File: config.mk
export PLATFORM = sky130hd
export DESIGN_NAME = serial_adder
export DESIGN_NICKNAME = d
export VERILOG_FILES = /design/src/rtl/serial_adder.sv
export SDC_FILE = /design/constraint.sdc
export NUM_CORES = 1
export LEC_CHECK = 0
export CORE_MARGIN = 1
export CORE_UTILIZATION = 55
export CTS_CLUSTER_DIAMETER = 100
export DETAILED_ROUTE_END_ITERATION = 12
export PLACE_DENSITY = 0.94
export SLEW_MARGIN = 10
export SYNTH_ARGS = -nofsm -noshare
export SYNTH_HDL_FRONTEND = slang
export SYNTH_SLANG_ARGS = --single-unit
File: constraint.sdc
create_clock -name clk -period 2.43 [get_ports clk]
set_input_delay 0.486 -clock clk [delete_from_list [all_inputs] [get_ports clk]]
set_output_delay 0.486 -clock clk [all_outputs]
set_load 0.02 [all_outputs]
File: src/rtl/serial_adder.sv
// Multi-cycle adder: WIDTH-bit a + b + cin, DIGIT bits per clock, carry held
// between digits. Start/busy/done handshake; sum/cout/ovf held until next result.
module serial_adder #(
  parameter int WIDTH = 8,
  parameter int DIGIT = 1
) (
  input  logic             clk,
  input  logic             rst_n,
  input  logic             start,
  input  logic [WIDTH-1:0] a,
  input  logic [WIDTH-1:0] b,
  input  logic             cin,
  output logic             busy,
  output logic             done,
  output logic [WIDTH-1:0] sum,
  output logic             cout,
  output logic             ovf
);
  localparam int N = WIDTH / DIGIT;
  localparam int CNT_W = (N > 1) ? $clog2(N) : 1;
  localparam logic [CNT_W-1:0] LAST = CNT_W'(N - 1);

  // Encoding chosen so busy and done come straight off state flops.
  typedef enum logic [1:0] {IDLE = 2'b00, RUN = 2'b01, DONE = 2'b10} state_t;
  state_t state, state_nxt;

  logic [WIDTH-1:0] sh_a, sh_b, psum_nxt;
  logic             carry;
  logic [CNT_W-1:0] cnt;
  logic [DIGIT:0]   dsum;
  logic             msb_cin;
  logic             accept, last;

  assign accept  = start && (state != RUN);
  assign last    = (state == RUN) && (cnt == LAST);
  assign dsum    = {1'b0, sh_a[DIGIT-1:0]} + {1'b0, sh_b[DIGIT-1:0]} + {{DIGIT{1'b0}}, carry};
  // Carry into the top bit of the current digit: sum bit = a ^ b ^ carry_in.
  assign msb_cin = sh_a[DIGIT-1] ^ sh_b[DIGIT-1] ^ dsum[DIGIT-1];

  generate
    if (WIDTH > DIGIT) begin : g_multi
      logic [WIDTH-DIGIT-1:0] psum;
      always_ff @(posedge clk or negedge rst_n) begin
        if (!rst_n)              psum <= '0;
        else if (state == RUN)   psum <= psum_nxt[WIDTH-1:DIGIT];
      end
      assign psum_nxt = {dsum[DIGIT-1:0], psum};
    end else begin : g_single
      assign psum_nxt = dsum[DIGIT-1:0];
    end
  endgenerate

  always_ff @(posedge clk or negedge rst_n) begin
    if (!rst_n) state <= IDLE;
    else        state <= state_nxt;
  end

  always_comb begin
    state_nxt = state;
    unique case (state)
      IDLE:    if (accept) state_nxt = RUN;
      RUN:     if (last)   state_nxt = DONE;
      DONE:    state_nxt = start ? RUN : IDLE;
      default: state_nxt = IDLE;
    endcase
  end

  always_comb begin
    busy = state[0];
    done = state[1];
  end

  always_ff @(posedge clk or negedge rst_n) begin
    if (!rst_n) begin
      sh_a  <= '0;
      sh_b  <= '0;
      carry <= 1'b0;
      cnt   <= '0;
      sum   <= '0;
      cout  <= 1'b0;
      ovf   <= 1'b0;
    end else if (accept) begin
      sh_a  <= a;
      sh_b  <= b;
      carry <= cin;
      cnt   <= '0;
    end else if (state == RUN) begin
      sh_a  <= sh_a >> DIGIT;
      sh_b  <= sh_b >> DIGIT;
      carry <= dsum[DIGIT];
      cnt   <= cnt + 1'b1;
      if (last) begin
        sum  <= psum_nxt;
        cout <= dsum[DIGIT];
        ovf  <= msb_cin ^ dsum[DIGIT];
      end
    end
  end
endmodule
# Yosys cells after proc, flatten, opt, wreduce, memory -nomap -nowiden
# Index checks and enable logic that the tools add are counted.
# word_totals
wordCells	40
regBits	39
out_inout_bits	12
# op_classes
bitwise	4
addsub	3
eq_ne	6
reduce_logical	6
n_mux	12
# ops
operator	count
8-bit two-way mux	4
3-bit two-way mux	2
2-bit case mux with 3 select lines	1
2-bit two-way mux	2
2-bit != test (second input constant)	2
3-bit by 1-bit adder with 3-bit output (second input constant)	1
3-bit == test (second input constant)	1
1-bit two-way mux	3
3-bit AND reduction	1
1-bit XOR	3
1-bit by 1-bit adder with 2-bit output	1
2-bit by 1-bit adder with 2-bit output	1
2-bit by 1-bit == test with 1-bit output (second input constant)	1
2-bit == test (second input constant)	1
1-bit logical AND	2
2-bit logical NOT	1
2-bit by 1-bit != test with 1-bit output (second input constant)	1
2-bit AND reduction	1
2-bit nonzero test	1
1-bit inverter	1

# Logic depth before layout (Yosys ltp)
# depth
depth_word	4
depth_mapped	6
mapped_depth_nobuf	5

# Least setup slack after synthesis
# No wires, ideal clock.
# synth_path
path_kind	reg2reg
start	reg cnt[0]
end	reg sum[0]
setup_ps	125
period_less_slack_ps	1484
setup_slack_ps	946
path_stages_with_launch	6
required_time_ps	2305
arrival_ps	1360
path_cell_list	dfrtp_1 ha_1 ha_1 nand3b_1 buf_4 mux2_2
# synth_via
elab_chain_len	3
# synth_rtl
element	line	source
start, declared	29	logic [CNT_W-1:0] cnt;
start signal, assigned	91	cnt <= cnt + 1'b1;
3-bit == test	35	assign last = (state == RUN) && (cnt == LAST);
1-bit logical AND	35	
3-bit AND reduction (no line)	--	
end signal, assigned	93	sum <= psum_nxt;
end, declared	15	output logic [WIDTH-1:0] sum,
# No other way between the ends.
# A chain may end at the register's enable or synchronous reset.

# Worst setup path in the final report
# layout_path
start	reg state[0]
end	out busy
# layout_rtl
element	line	source
start, declared	25	state_t state, state_nxt;
start signal, assigned	55	else state <= state_nxt;
end, declared	13	output logic busy,
# No word-level cell between the ends.

==> impl_metrics.env <==
export IMPL_via_count=1078
export IMPL_min_period_over_period=0.785
export IMPL_max_freq_mhz=524
export IMPL_cp_cell_sequence="clkdlybuf4s50_1"
export IMPL_cts_tree="done"
export IMPL_ir_drop_v=0.000703
export IMPL_hp_class="in2async"
export IMPL_worst_path_max_fanout=4
export IMPL_placed_area_sq_um=1980
export IMPL_syn_to_final_growth_pct=20.9
export IMPL_pwr_share_clk=0.133
export IMPL_synth_cell_types=17
export IMPL_drt_initial_drc_count=38
export IMPL_worst_pin_slew_ns=0.841
export IMPL_critPathTopFamily="buffers and inverters"
export IMPL_setup_viol=0
export IMPL_drive_gt1_frac=0.174
export IMPL_cts_resized=0
export IMPL_cp_data_required_time_ns=1.94
export IMPL_arrival_ns=1.42
export IMPL_drc=4
export IMPL_syn_area_sq_um=1690
export IMPL_cts_root_buf="clkbuf_4"
export IMPL_grt_pass1_wl_um=5150
export IMPL_path_clk_slew_ns=0.13
export IMPL_cts_buffers=5
export IMPL_powerDensity_nw_per_um2=1210
export IMPL_crit_buf_inv=1
export IMPL_yosysTopAreaCellShare=0.578
export IMPL_start_util=0.597
export IMPL_cts_setup_buffers=0
export IMPL_p_sw_uw=892
export IMPL_core_area_sq_um=2830
export IMPL_ys_seq_area_frac=0.578
export IMPL_intPower_uw=1580
export IMPL_total_leakage_power_uw=0.000944
export IMPL_syn_inst=134
export IMPL_grt_start_max_net_pins=40
export IMPL_place_congestion=0.687
export IMPL_reg2reg_from="cnt[0]"
export IMPL_clkSinkCount=39
export IMPL_maxCapViolCount=0
export IMPL_place_hpwl_um=2080
export IMPL_max_stage_delay_ns=0.63
export IMPL_grt_pass1_vias=1163
export IMPL_ff_latch_area_sq_um=976
export IMPL_stdcell_area_sq_um=2040
export IMPL_finalHoldViolCount=0
export IMPL_final_setup_tns_ns=0
export IMPL_yosysMostFrequentCell="dfrtp_1"
export IMPL_die_x_um=57.4
export IMPL_multi_input_area_sq_um=637
export IMPL_postSynth_asyncResetShare=1.00
export IMPL_cts_path_max_buffers=2
export IMPL_comb_power_share=0.417
export IMPL_drv_slew=0
export IMPL_viasPerCell=5.44
export IMPL_yosysTopAreaCell="dfrtp_1"
export IMPL_synth_edf_count=0
export IMPL_track_usage=0.218
export IMPL_grt_overflow_total=0
export IMPL_slew_headroom=0.439
export IMPL_endpoint="busy"
export IMPL_io_pins=32
export IMPL_critPathLaunch="state[0]"
export IMPL_finClkSkew_ns=0.0157
export IMPL_ant_nets=0
export IMPL_outcome="complete, but fails checks"
export IMPL_slowest_stage="clkdlybuf4s50_1"
export IMPL_crit_path_end_kind="output pin"
export IMPL_criticalPathCategory="reg2out"
export IMPL_port_buffers=31
export IMPL_setup_worst_path_start_class="register"
export IMPL_fillers=185
export IMPL_syn_num_nets=157
export IMPL_yosysWarnings=0
export IMPL_sequentialPowerShare=0.451
export IMPL_placed_cells=190
export IMPL_violations="DRC"
export IMPL_cts_htree_levels=2
export IMPL_stdcell_count=198
export IMPL_cts_hold_buf=0
export IMPL_ys_ff_latch=39
export IMPL_synthTopCellsByCount="dfrtp_1, nand2_1, o21ai_0"
export IMPL_nets=189
export IMPL_diodes=0
export IMPL_grt_antenna_before_repair=0
export IMPL_r2r_end="sum[3]"
export IMPL_synth_top_flop_cell="dfrtp_1"
export IMPL_r2r_cells=4
export IMPL_grt_setup_unrepaired="false"
export IMPL_drtPass1Iterations=8
export IMPL_die_height_um=57.4
export IMPL_swShare=0.361
export IMPL_dieArea_sq_um=3290
export IMPL_drt_wl_total_um=3050
export IMPL_synth_area_leaders="dfrtp_1, mux2_2, mux2i_1"
export IMPL_avgSynthCellArea_sq_um=12.6
export IMPL_insertion_delay_ns=0.36
export IMPL_wl_per_cell_um=15.4
export IMPL_cp_depth=1
export IMPL_rows=19
export IMPL_ff2ff_setup_slack_ns=0.66
export IMPL_period_needed_ns=1.91
==> placed cells by master (no fill, tap or decap) <==
| cell type | instances |
|---|---|
| buf_2 | 1 |
| buf_4 | 2 |
| clkbuf_4 | 5 |
| clkdlybuf4s50_1 | 30 |
| clkinv_2 | 1 |
| clkinvlp_4 | 2 |
| dfrtp_1 | 39 |
| fa_1 | 1 |
| ha_1 | 2 |
| inv_1 | 3 |
| mux2_2 | 17 |
| mux2i_1 | 17 |
| nand2_1 | 20 |
| nand3b_1 | 1 |
| nor2_1 | 3 |
| nor2b_4 | 1 |
| o21ai_0 | 18 |
| o22ai_1 | 1 |
| xnor2_1 | 3 |
==> layout make-up <==
class	count	area share
Sequential cell	39	0.478
Multi-Input combinational cell	84	0.312
Timing Repair Buffer	33	0.157
Tap cell	31	0.0190
Clock buffer	5	0.0184
Clock inverter	3	0.00981
Inverter	3	0.00552
==> routing by layer <==
metal / vias up / part of all wire / global-route usage
li1: 516 / - / -
met1: 530 / 0.41 / 0.243
met2: 22 / 0.52 / 0.367
met3: 10 / 0.030 / 0.0454
met4: 0 / 0.035 / 0.164
met5: - / 0 / 0
==> stage by stage <==
stage / setup WS (ns) / total power, uW / util / hold slack [ns]
detailed placement: 0.656 / 2170 / 0.701 / 0.470
floorplan: 0.946 / 1830 / - / 0.190
finish: 0.521 / 2470 / 0.721 / 0.208
global route: 0.472 / 2650 / 0.721 / 0.269
CTS: 0.506 / 2500 / 0.721 / 0.224
global placement: 0.728 / 2080 / 0.701 / 0.457
==> power groups by stage <==
stage / registers (uW) / clock network, uW / logic, uW
2_1_floorplan: 1190 / 0 / 643
3_3_place_gp: 1100 / 0 / 980
3_5_place_dp: 1130 / 0 / 1040
4_1_cts: 1120 / 342 / 1050
5_1_grt: 1150 / 379 / 1120
6_report: 1110 / 329 / 1030
==> cells by family (layout without fill, tap and decap cells) <==
family | count (synthesis) | count (layout) | share of synthesized area
AO/OA/AOI/OAI | 19 | 19 | 0.0571
XOR/XNOR | 3 | 3 | 0.0156
adder cells (fa/ha/maj) | 3 | 3 | 0.0267
buffers and inverters | 11 | 44 | 0.0445
flip-flops | 39 | 39 | 0.578
multiplexers | 34 | 34 | 0.214
AND/OR/NAND/NOR | 25 | 25 | 0.0637
==> registers in the layout (all words and copies together), names as in the netlist <==
register	flops
carry	1
cnt	3
cout	1
g_multi.psum	7
ovf	1
sh_a	8
sh_b	8
state	2
sum	8
==> worst min path at each step <==
| stage | startpoint | to | cells after the start |
|---|---|---|---|
| finish | rst_n | sum[4] | 1 |
| global placement | sh_a[5] | sh_a[4] | 2 |
| global route | rst_n | sum[4] | 1 |
| CTS | rst_n | cout | 1 |
| detailed placement | sh_a[5] | sh_a[4] | 2 |
| floorplan | rst_n | carry | 0 |
(Power assumes the default switching activity.)
==> edit 1, RTL diff (config.mk and constraints unchanged) <==
The parameter `WIDTH` goes from 8 to 16.
--- a/src/rtl/serial_adder.sv
+++ b/src/rtl/serial_adder.sv
@@ -3,3 +3,3 @@
 module serial_adder #(
-  parameter int WIDTH = 8,
+  parameter int WIDTH = 16,
   parameter int DIGIT = 1
Interface: changed (resized a, b and sum); port bits go from 32 to 56. The function was not compared with the original's and may differ.
==> edit 1 against the unedited design <==
Cell area up 91%. Setup slack worse by 0.018 ns. Synthesized area up 85%. Routed wire length up 92%. Clock power rose to 2.8 times the old value. Register-to-register slack about the same. Sequential power up 86%. Sequential cell count up 33. Total power up 89%. Highest routed layer unchanged.
==> edit 1: results (changes against the unedited design) <==
Slew @ Worst Pin=0.601 ns (-0.241 ns); Pre-Repair DR Iteration Count=4 (-4); # diodes=0 (unchanged); post-DP HPWL=4040 um (+94%); routability cong.=0.710 (+3.3%); H-tree depth=3 (+1); maximum clock path buffer count=2 (unchanged); TritonCTS Buffers=9 (+4); Peak VDD IR=0.735 mV (+4.5%); largest cells by area after synthesis=dfrtp_1 (58%), mux2i_1 (11%), mux2_2 (9.0%); Hold WC Path Type=input pin to asynchronous set/reset pin; biggest regs=sh_a x16, sh_b x16, sum x16; slowest stage cell, crit path=clkdlybuf4s50_1; largest net degree at the start of global routing=42 (+5.0%); post-cts sizing count=0 (unchanged); RR Startpoint=state[0]; Syn Nets=277 (+76%); status=complete, no violations; Port Buffers=55 (+77%); Clock Skews=0.00739 ns (-0.00833 ns); Worst R2R End=sh_a[7]; share of flip-flops with an asynchronous set or reset=100% (unchanged); Via-to-Cell Ratio=5.19 (-4.6%); Post-synth top cells=dfrtp_1 (72), nand2_1 (35), o21ai_0 (34); register area share after synthesis=57.7% (-0.15 points); Yosys warnings=0 (unchanged); FF-to-FF setup slack=0.66 ns (about the same); Final nets=336 (+78%); share of cells above drive strength 1=20.5% (+3.1 points); Distinct cells, synth=25 (+8); clock-pin slew on the worst setup and hold paths=0.08 ns (-0.05 ns); CP delay by family, top=buffers and inverters; clock root buffer master=clkbuf_8; first-pass GRT wire length=10,200 um (+98%); Lkg Pwr=1.79 nW (+89%); WL final=5870 um (+92%); GRT Overall Usage=22.5% (+0.69 points); R2R cell count=3 (-1); initial antenna violation count=0 (unchanged); Sw Share=34.3% (-1.7 points); CP arrival=1.44 ns (+0.02 ns); Critical Path Max Stage Delay=0.65 ns (+0.02 ns); Worst Path Max Fanout=5 (+1); vias in the first global route=2,094 (+80%); ys flop type=dfrtp_1; DRT iter0 DRCs=99 (+160%); Post-CTS Setup Inserts=0 (unchanged); Clock Latency Late Sink=0.34 ns (-0.02 ns)
## edit 1: cell types whose count changed in the layout (fill, tap and decap cells not counted), moves of 4 or more
| cell | change |
|---|---|
| dfrtp_1 | +33 |
| buf_4 | +4 |
| clkdlybuf4s50_1 | +23 |
| clkbuf_4 | -5 |
| mux2_4 | +9 |
| clkbuf_8 | +9 |
| nand2_1 | +15 |
| mux2_2 | +8 |
| o21ai_0 | +16 |
| mux2i_1 | +16 |
## edit 1: through the flow
step / area [um^2] / hold slack, ns / std cells
after floorplan: 3120 / 0.190 / 239
after global placement: 3710 / 0.453 / 359
after detailed placement: 3710 / 0.470 / 359
after CTS: 3910 / 0.106 / 375
after global routing: 3910 / 0.127 / 375
final: 3910 / 0.109 / 375
## edit 1: cell families after synthesis
family,count (synthesis),share of synthesized area [%]
simple gates,42,6.45
mux,67,23.9
xor+xnor,4,1.12
flops,72,57.7
fa+ha+maj,2,1.04
compound gates,37,6.17
buf+inv,15,3.64
## edit 1: area by class of cell
class,count,area (um^2)
clock buffers,9,124
clock inverters,7,72.6
fillers,383,1600
inverters,1,3.75
multi-input cells,152,1210
flip-flops and latches,72,1800
well taps,72,90.1
repair buffers,62,606
## edit 1: power by group through the flow
stage | clock network, mW | registers (mW) | logic (mW)
floorplan | 0 | 2.13 | 1.09
detailed placement | 0 | 2.08 | 1.70
global placement | 0 | 2.04 | 1.62
global route | 1.00 | 2.13 | 1.87
CTS | 0.947 | 2.06 | 1.73
finish | 0.924 | 2.07 | 1.70
## edit 1: metal layers
metal	GRT usage, %	share of wire [%]	wire, um
met5	0	0	0
met4	9.06	1.6	92
met3	6.12	5.6	329
met2	34.3	46	2690
met1	30.7	47	2750
## edit 1: how the worst max path moves through the flow
| stage | slack (ns) | from | depth (start not counted) | end |
|---|---|---|---|---|
| final | 0.50 | state[0] | 1 | busy |
| after global routing | 0.45 | state[0] | 1 | busy |
| after CTS | 0.48 | state[0] | 1 | busy |
| after detailed placement | 0.66 | state[0] | 3 | sh_a[7] |
| after global placement | 0.77 | state[0] | 3 | sh_b[10] |
| after floorplan | 0.83 | sh_a[0] | 4 | ovf |
==> edit 2, RTL diff (config.mk and constraints unchanged) <==
Without the edit above. Reset style: synchronous (`rst_n`), changed in 3 clocked blocks.
--- a/src/rtl/serial_adder.sv
+++ b/src/rtl/serial_adder.sv
@@ -42,3 +42,3 @@
       logic [WIDTH-DIGIT-1:0] psum;
-      always_ff @(posedge clk or negedge rst_n) begin
+      always_ff @(posedge clk) begin
         if (!rst_n)              psum <= '0;
@@ -52,3 +52,3 @@
 
-  always_ff @(posedge clk or negedge rst_n) begin
+  always_ff @(posedge clk) begin
     if (!rst_n) state <= IDLE;
@@ -72,3 +72,3 @@
 
-  always_ff @(posedge clk or negedge rst_n) begin
+  always_ff @(posedge clk) begin
     if (!rst_n) begin
Check against the original RTL: differs if rst_n is asserted again (counterexample within 4 cycles, from zero or initial values and one cycle with rst_n low); with rst_n held inactive, the same outputs for 10 cycles.
==> edit 2 against the unedited design <==
The run still ends with design-rule violations left. Setup slack improved by 0.022 ns. Count of clock-buffer cells in the layout increased by 1. Synthesized area increased by 0.74%. First-iteration DRC count decreased by 50%. Routed wire length decreased by 3.9%. Sequential share of layout area decreased by 8.9 points. Sequential cell count unchanged. Critical path depth unchanged. Cell area decreased by 1.8%. Cell count increased by 18%. Largest cell class is now multi-input combinational cells.
Power is not compared: it rests on default switching activity, and its combinational part moved more than twofold at a synthesized area within 25%.
==> edit 2: results (changes against the unedited design) <==
status=finished, violations left; failing checks=design-rule violations; share of flip-flops with an asynchronous set or reset=0% (-100 points); clock-cell share of area=2.06% (-0.76 points); GRT Overall Usage=19.5% (-2.4 points); FF-to-FF setup slack=0.91 ns (+0.25 ns); WL/cell=12.6 um (-18%); GR Layer Usage met2=35.2% (-1.5 points); Via-to-Cell Ratio=5.52 (+1.4%); clock-pin slew on the worst setup and hold paths=0.10 ns (-0.03 ns); register area share after synthesis=45.9% (-12 points); multi-input combinational cell area=807 um^2 (+27%); Worst R2R End=sh_a[5]; grt met1 use=20.5% (-3.8 points); Hold WC Path Type=register to register; Post-Route M1 WL=1230 um (-2.6%); routed wl met3=123 um (+32%); Post-synth top cells=nand2_1 (50), dfxtp_1 (39), mux2i_1 (17); Non-Clock Inverter Count=1 (-2); Slew @ Worst Pin=0.613 ns (-0.229 ns); DR DRC count=1 (-3); post-DP HPWL=2120 um (+1.8%); RR Startpoint=state[1]; CP arrival=1.40 ns (-0.02 ns); Seq/total area=39.0% (-8.9 points); Distinct cells, synth=27 (+10); largest cells by area after synthesis=dfxtp_1 (46%), nand2_1 (11%), mux2i_1 (10%); syn avg cell area=9.72 um^2 (-23%); Clock Skews=0.00516 ns (-0.0106 ns); Syn Nets=198 (+26%); fill cell count=240 (+30%); share of cells above drive strength 1=3.96% (-13 points); Pre-Repair DR Iteration Count=8 (unchanged); clock root buffer master=clkbuf_4; bufs w/o clock=34 (+3.0%); vias in the first global route=1,196 (+2.8%); placed cells=227 (+19%); WL final=2930 um (-3.9%); first-pass GRT wire length=4860 um (-5.6%); ys flop type=dfxtp_1; largest net degree at the start of global routing=39 (-2.5%); routed length on met2=1510 um (-4.9%); Clock Latency Late Sink=0.34 ns (-0.02 ns); clock buf count=6 (+1); DRT iter0 DRCs=19 (-50%); routability cong.=0.775 (+13%); Critical Path Source=state[0]; Data buffer area share=16.6% (+0.91 points); Worst Path Max Fanout=6 (+2); grt met3 use=4.76% (+0.23 points); multi-input gates=122 (+45%)
edit 2: per-stage QoR:
| step | utilization [%] | worst slack [ns] | hold WS [ns] | instance area [um^2] | power [mW] |
|---|---|---|---|---|---|
| after detailed placement | 68.8 | 0.549 | 0.447 | 1960 | 0.881 |
| after global routing | 70.3 | 0.492 | 0.487 | 2000 | 1.21 |
| after global placement | 68.8 | 0.628 | 0.440 | 1960 | 0.869 |
| after CTS | 70.3 | 0.540 | 0.461 | 2000 | 1.16 |
| final | 70.3 | 0.544 | 0.456 | 2000 | 1.16 |
| after floorplan | - | 1.07 | 0.431 | 1700 | 0.838 |
edit 2: cells by family after synthesis:
group / after synthesis / share of synthesized area (%)
simple gates: 62 / 15.1
flops: 39 / 45.9
compound gates: 37 / 18.2
mux: 17 / 10.0
buf+inv: 14 / 6.62
xor+xnor: 3 / 1.55
fa+ha+maj: 3 / 2.65
